$ cat src/rtl/rx_cmd_sequencer.sv
// Command sequencer between a UART RX byte stream, a register file, an ALU and a TX FIFO.
// Frames: AA addr data | BB addr | CC opA opB fun | DD fun; results are returned LSB first.
module rx_cmd_sequencer #(
    parameter int DATA_WIDTH = 8,
    parameter int ADDR_WIDTH = 4,
    parameter int TIMEOUT    = 255
) (
    input  logic                      clk,
    input  logic                      rst,
    input  logic [DATA_WIDTH-1:0]     RX_P_DATA,
    input  logic                      RX_D_VLD,
    input  logic [DATA_WIDTH-1:0]     RD_DATA,
    input  logic                      RD_DATA_VLD,
    input  logic [2*DATA_WIDTH-1:0]   ALU_OUT,
    input  logic                      ALU_OUT_VLD,
    input  logic                      FIFO_FULL,
    output logic                      WR_EN,
    output logic                      RD_EN,
    output logic [ADDR_WIDTH-1:0]     ADDRESS,
    output logic [DATA_WIDTH-1:0]     WR_DATA,
    output logic                      ALU_EN,
    output logic [3:0]                ALU_FUN,
    output logic                      CLK_GATE_EN,
    output logic [DATA_WIDTH-1:0]     TX_P_DATA,
    output logic                      TX_D_VLD,
    output logic                      FRAME_ERR
);

    // state      | meaning
    // S_IDLE     | waiting for a command byte
    // S_WR_*     | collecting write address / data
    // S_RD_*     | collecting read address / waiting for read response
    // S_OP_A/B   | collecting ALU operands (written to regs 0 and 1)
    // S_ALU_FUN  | collecting ALU function; S_ALU_WAIT waits for the result
    // S_TX_LO/HI | pushing result bytes into the TX FIFO
    typedef enum logic [3:0] {
        S_IDLE,
        S_WR_ADDR,
        S_WR_DATA,
        S_RD_ADDR,
        S_RD_WAIT,
        S_OP_A,
        S_OP_B,
        S_ALU_FUN,
        S_ALU_WAIT,
        S_TX_LO,
        S_TX_HI
    } state_t;

    localparam int WD_W = (TIMEOUT > 1) ? $clog2(TIMEOUT + 1) : 1;

    localparam logic [DATA_WIDTH-1:0] CMD_WR     = DATA_WIDTH'(8'hAA);
    localparam logic [DATA_WIDTH-1:0] CMD_RD     = DATA_WIDTH'(8'hBB);
    localparam logic [DATA_WIDTH-1:0] CMD_ALU_OP = DATA_WIDTH'(8'hCC);
    localparam logic [DATA_WIDTH-1:0] CMD_ALU    = DATA_WIDTH'(8'hDD);

    state_t                    state, state_nxt;
    logic [WD_W-1:0]           wd, wd_nxt;
    logic [2*DATA_WIDTH-1:0]   result, result_nxt;
    logic                      two_bytes, two_bytes_nxt;
    logic                      wd_expired;

    logic                      wr_en_nxt;
    logic                      rd_en_nxt;
    logic [ADDR_WIDTH-1:0]     address_nxt;
    logic [DATA_WIDTH-1:0]     wr_data_nxt;
    logic                      alu_en_nxt;
    logic [3:0]                alu_fun_nxt;
    logic                      clk_gate_en_nxt;
    logic [DATA_WIDTH-1:0]     tx_data_nxt;
    logic                      tx_vld_nxt;
    logic                      frame_err_nxt;

    // The TIMEOUT-th wait cycle is the last one; a valid in that cycle still wins.
    assign wd_expired = (wd == WD_W'(TIMEOUT - 1));

    always_comb begin
        state_nxt       = state;
        wd_nxt          = wd;
        result_nxt      = result;
        two_bytes_nxt   = two_bytes;
        wr_en_nxt       = 1'b0;
        rd_en_nxt       = 1'b0;
        address_nxt     = ADDRESS;
        wr_data_nxt     = WR_DATA;
        alu_en_nxt      = ALU_EN;
        alu_fun_nxt     = ALU_FUN;
        clk_gate_en_nxt = CLK_GATE_EN;
        tx_data_nxt     = TX_P_DATA;
        tx_vld_nxt      = 1'b0;
        frame_err_nxt   = 1'b0;

        case (state)
            S_IDLE: begin
                if (RX_D_VLD) begin
                    case (RX_P_DATA)
                        CMD_WR:     state_nxt = S_WR_ADDR;
                        CMD_RD:     state_nxt = S_RD_ADDR;
                        CMD_ALU_OP: state_nxt = S_OP_A;
                        CMD_ALU:    state_nxt = S_ALU_FUN;
                        default:    frame_err_nxt = 1'b1;
                    endcase
                end
            end
            S_WR_ADDR: begin
                if (RX_D_VLD) begin
                    address_nxt = RX_P_DATA[ADDR_WIDTH-1:0];
                    state_nxt   = S_WR_DATA;
                end
            end
            S_WR_DATA: begin
                if (RX_D_VLD) begin
                    wr_en_nxt   = 1'b1;
                    wr_data_nxt = RX_P_DATA;
                    state_nxt   = S_IDLE;
                end
            end
            S_RD_ADDR: begin
                if (RX_D_VLD) begin
                    address_nxt = RX_P_DATA[ADDR_WIDTH-1:0];
                    rd_en_nxt   = 1'b1;
                    wd_nxt      = '0;
                    state_nxt   = S_RD_WAIT;
                end
            end
            S_RD_WAIT: begin
                if (RD_DATA_VLD) begin
                    result_nxt    = {{DATA_WIDTH{1'b0}}, RD_DATA};
                    two_bytes_nxt = 1'b0;
                    state_nxt     = S_TX_LO;
                end else if (wd_expired) begin
                    frame_err_nxt = 1'b1;
                    state_nxt     = S_IDLE;
                end else begin
                    wd_nxt = wd + WD_W'(1);
                end
            end
            S_OP_A: begin
                if (RX_D_VLD) begin
                    wr_en_nxt   = 1'b1;
                    address_nxt = '0;
                    wr_data_nxt = RX_P_DATA;
                    state_nxt   = S_OP_B;
                end
            end
            S_OP_B: begin
                if (RX_D_VLD) begin
                    wr_en_nxt   = 1'b1;
                    address_nxt = ADDR_WIDTH'(1);
                    wr_data_nxt = RX_P_DATA;
                    state_nxt   = S_ALU_FUN;
                end
            end
            S_ALU_FUN: begin
                if (RX_D_VLD) begin
                    alu_fun_nxt     = RX_P_DATA[3:0];
                    alu_en_nxt      = 1'b1;
                    clk_gate_en_nxt = 1'b1;
                    wd_nxt          = '0;
                    state_nxt       = S_ALU_WAIT;
                end
            end
            S_ALU_WAIT: begin
                if (ALU_OUT_VLD) begin
                    alu_en_nxt      = 1'b0;
                    clk_gate_en_nxt = 1'b0;
                    result_nxt      = ALU_OUT;
                    two_bytes_nxt   = 1'b1;
                    state_nxt       = S_TX_LO;
                end else if (wd_expired) begin
                    alu_en_nxt      = 1'b0;
                    clk_gate_en_nxt = 1'b0;
                    frame_err_nxt   = 1'b1;
                    state_nxt       = S_IDLE;
                end else begin
                    wd_nxt = wd + WD_W'(1);
                end
            end
            S_TX_LO: begin
                if (!FIFO_FULL) begin
                    tx_data_nxt = result[DATA_WIDTH-1:0];
                    tx_vld_nxt  = 1'b1;
                    state_nxt   = two_bytes ? S_TX_HI : S_IDLE;
                end
            end
            S_TX_HI: begin
                if (!FIFO_FULL) begin
                    tx_data_nxt = result[2*DATA_WIDTH-1:DATA_WIDTH];
                    tx_vld_nxt  = 1'b1;
                    state_nxt   = S_IDLE;
                end
            end
            default: state_nxt = S_IDLE;
        endcase
    end

    always_ff @(posedge clk or negedge rst) begin
        if (!rst) begin
            state       <= S_IDLE;
            wd          <= '0;
            result      <= '0;
            two_bytes   <= 1'b0;
            WR_EN       <= 1'b0;
            RD_EN       <= 1'b0;
            ADDRESS     <= '0;
            WR_DATA     <= '0;
            ALU_EN      <= 1'b0;
            ALU_FUN     <= '0;
            CLK_GATE_EN <= 1'b0;
            TX_P_DATA   <= '0;
            TX_D_VLD    <= 1'b0;
            FRAME_ERR   <= 1'b0;
        end else begin
            state       <= state_nxt;
            wd          <= wd_nxt;
            result      <= result_nxt;
            two_bytes   <= two_bytes_nxt;
            WR_EN       <= wr_en_nxt;
            RD_EN       <= rd_en_nxt;
            ADDRESS     <= address_nxt;
            WR_DATA     <= wr_data_nxt;
            ALU_EN      <= alu_en_nxt;
            ALU_FUN     <= alu_fun_nxt;
            CLK_GATE_EN <= clk_gate_en_nxt;
            TX_P_DATA   <= tx_data_nxt;
            TX_D_VLD    <= tx_vld_nxt;
            FRAME_ERR   <= frame_err_nxt;
        end
    end

endmodule

$ cat config.mk
export PLATFORM = sky130hd
export DESIGN_NAME = rx_cmd_sequencer
export DESIGN_NICKNAME = d
export VERILOG_FILES = /design/src/rtl/rx_cmd_sequencer.sv
export SDC_FILE = /design/constraint.sdc
export NUM_CORES = 1
export LEC_CHECK = 0
export CORE_ASPECT_RATIO = 2
export CORE_UTILIZATION = 33
export CTS_CLUSTER_SIZE = 28
export DETAILED_ROUTE_END_ITERATION = 8
export GPL_TIMING_DRIVEN = 0
export RECOVER_POWER = 25
export SLEW_MARGIN = 20
export SYNTH_ARGS = -nofsm -noshare
export SYNTH_HDL_FRONTEND = slang
export SYNTH_SLANG_ARGS = --single-unit
$ cat constraint.sdc
create_clock -name clk -period 2.55 [get_ports clk]
set_clock_uncertainty 0.2 [all_clocks]
set_input_delay 0.3825 -clock clk [delete_from_list [all_inputs] [get_ports clk]]
set_output_delay 0.3825 -clock clk [all_outputs]
set_load 0.1 [all_outputs]
==> metrics.txt <==
met2 wire length 4.034 mm; CP max stage cell clkdlybuf4s50_1; Total Die Area 9070 um^2; clk buf depth 2; DRT antenna net count 0; family with the most delay on the worst path buffers and inverters; total track usage 0.1840; critical-path cell list clkdlybuf4s50_1; asr flop ratio synth 1.000; core area 8351 um^2; DRC Markers 0; nets@finish 398; I/O pin total 68; Lkg Pwr 1.675 nW; Crit. End Element output pin; number of flops mapped to enable cells by yosys 0; Metal-1 WL 2.944 mm; RD Place Congestion 0.8581; DP Wirelength 5.563 mm; Seq/Total Area, Yosys 0.5072; Initial Utilization 0.3427; die height 133.7 um; Startpoint Class flip-flop; clk slew on worst S/H paths 50 ps; unrepaired setup endpoints after global routing no; Hold Violations, Final 0; Setup WS post-layout 118.1 ps; Crit. Startpoint CLK_GATE_EN$_DFFE_PN0P_; fin crit share 0.9537; status finished clean; Slew Limit Fails 0; CP max stage delay 1150 ps; routed length on met3 254 um; #FFs+latches synth 58; Post-Syn Instances 278; worst min-delay path startpoint result[7]$_DFFE_PN0P_; Final Util 0.4760; Reg2Reg Setup Slack 350 ps; Worst R2R End wd[5]$_DFFE_PN0P_; CP max FO 3; Yosys warnings 0; Netlist Area Pre-Place 2861 um^2; Crit path required time 1970 ps; initial antenna violation count 0; syn nets 318; Crit Reg-Reg Startpoint state[3]$_DFFE_PN0P_; fin crit period 2432 ps; TritonCTS clock tree built; worst hold path class flip-flop to flip-flop; most frequent cells in the layout 65 x clkdlybuf4s50_1, 58 x dfrtp_1, 30 x nand2_1; post-place setup slack -25.85 ps; first-pass GRT wire length 12.16 mm; Clock Sinks 58; Max Fclk 411.2 MHz; pin count of the biggest net entering global routing 55; root buf cell clkbuf_16; reg2reg path depth 5; highest routing layer actually used met4; Cell Pwr Density 994.2 nW/um^2; worst hold margin 274.9 ps; Slew HR 0.3039; routed wire length 7.452 mm; Die Width 67.85 um; vias per cell 5.226; H-tree Lvls 3; worst-margin pin slew 1041 ps; WS Path Type flip-flop to output pin; multi-input combinational cell area 1319 um^2; Worst Path Arrival 1850 ps; Initial DRT Pass Iterations 4; Bufs and invs on worst path 1; worst hold path stage count 2; Mean Syn Cell Area 10.29 um^2; final setup fails 0; Starting DRT DRC Count 93; Syn-to-layout area delta 38.92%; hold endpoint result[7]$_DFFE_PN0P_; count of buffers from port buffering 67; Final Power 3.952 mW; Yosys cell types 50; Num CTS Buffers 9; via count 2,404; register area 1451 um^2; Max rail drop VDD 0.0005996 V; commonest non-fill, non-tap cell in the layout clkdlybuf4s50_1; prevailing post-synth register cell dfrtp_1; layout cell share with drive strength beyond 1 0.1271; total inserted antenna cells 0; worst skew pair latency 330 ps; max_cap viols 0; wire per inst 16.20 um; Filler cells 811; vias in the first global route 2,483; row cnt 47; Overflow after GRT 0
==> area by class of cell <==
class,instances,area share
sequential,58,0.3651
multi-input combinational,203,0.3318
tap,98,0.03085
clock inverter,3,0.01007
clock buffer,12,0.06201
timing repair buffer,69,0.1772
buffer,13,0.01920
inverter,4,0.003777
==> state kept, by name, summed over array words and instances, names as in the netlist, 4 cells and up <==
| register | cells |
|---|---|
| ADDRESS | 4 |
| ALU_FUN | 4 |
| TX_P_DATA | 8 |
| WR_DATA | 8 |
| result | 16 |
| state | 4 |
| wd | 8 |
==> power by group <==
part	internal (mW)	switching, mW
logic	0.436	1.12
registers	1.11	0.115
clock network	0.773	0.398
total	2.32	1.63
==> stage by stage <==
step | cells | TNS [ps] | area (um^2)
final | 460 | 0 | 3975
after floorplan | 278 | 0 | 2861
after global placement | 443 | -53780 | 3655
after global routing | 460 | 0 | 3975
after detailed placement | 444 | -25.85 | 3680
after CTS | 460 | 0 | 3976
==> how the worst max path moves through the flow <==
stage	endpoint	slack [ps]	cells after the start
2_1_floorplan	CLK_GATE_EN	630	1
4_1_cts	CLK_GATE_EN	1	2
5_1_grt	ALU_EN	60	1
3_5_place_dp	wd[5]$_DFFE_PN0P_	-30	6
6_report	ALU_EN	120	1
3_3_place_gp	FRAME_ERR$_DFF_PN0_	-930	1
==> cells in the mapped netlist (2+ instances only) <==
library cell | instances | area share
or2_2 | 2 | 0.0044
nor2_1 | 29 | 0.038
and2_1 | 2 | 0.0044
nand4_1 | 2 | 0.0044
a221oi_1 | 2 | 0.0061
dfrtp_1 | 58 | 0.51
or3_1 | 2 | 0.0044
nand4bb_1 | 2 | 0.0079
mux2i_1 | 16 | 0.056
nand2_1 | 30 | 0.039
xnor2_1 | 5 | 0.015
o31ai_1 | 2 | 0.0052
nand3_1 | 4 | 0.0070
nor2b_1 | 3 | 0.0066
a22o_1 | 8 | 0.024
a21oi_1 | 18 | 0.031
buf_4 | 4 | 0.010
o21ai_0 | 26 | 0.045
a211oi_1 | 5 | 0.013
nand3b_1 | 2 | 0.0052
inv_1 | 4 | 0.0052
nor3b_1 | 2 | 0.0052
a21o_1 | 3 | 0.0079
a211o_1 | 2 | 0.0061
buf_2 | 4 | 0.0070
clkbuf_1 | 4 | 0.0052
ha_1 | 2 | 0.0087
nand2b_1 | 2 | 0.0044
mux2_2 | 12 | 0.047
==> tightest hold or removal path, delay by kind of cell, from the launching register on <==
kind / cells / cell delay, ps
DFF: 1 / 340
AOI/OAI and AO/OA: 1 / 60
and+or+nand+nor: 1 / 40
==> cell families after synthesis <==
group | synth area share
flops | 0.5072
fa+ha+maj | 0.008744
compound gates | 0.1613
buf+inv | 0.03192
xor+xnor | 0.01530
mux | 0.1032
simple gates | 0.1723
==> layer usage <==
metal / vias up / GRT usage
li1: 1150 / -
met1: 1179 / 0.2079
met2: 61 / 0.3042
met3: 14 / 0.03596
met4: 0 / 0.1146
met5: - / 0
==> what timing repair did <==
action,4_1_cts,5_1_grt
hold buffers,1,0
endpoints found under the setup margin,0,1
buffers inserted,0,0
endpoints found under the hold margin,58,0
resized for setup,0,1
Power figures use the tool's default switching activity.
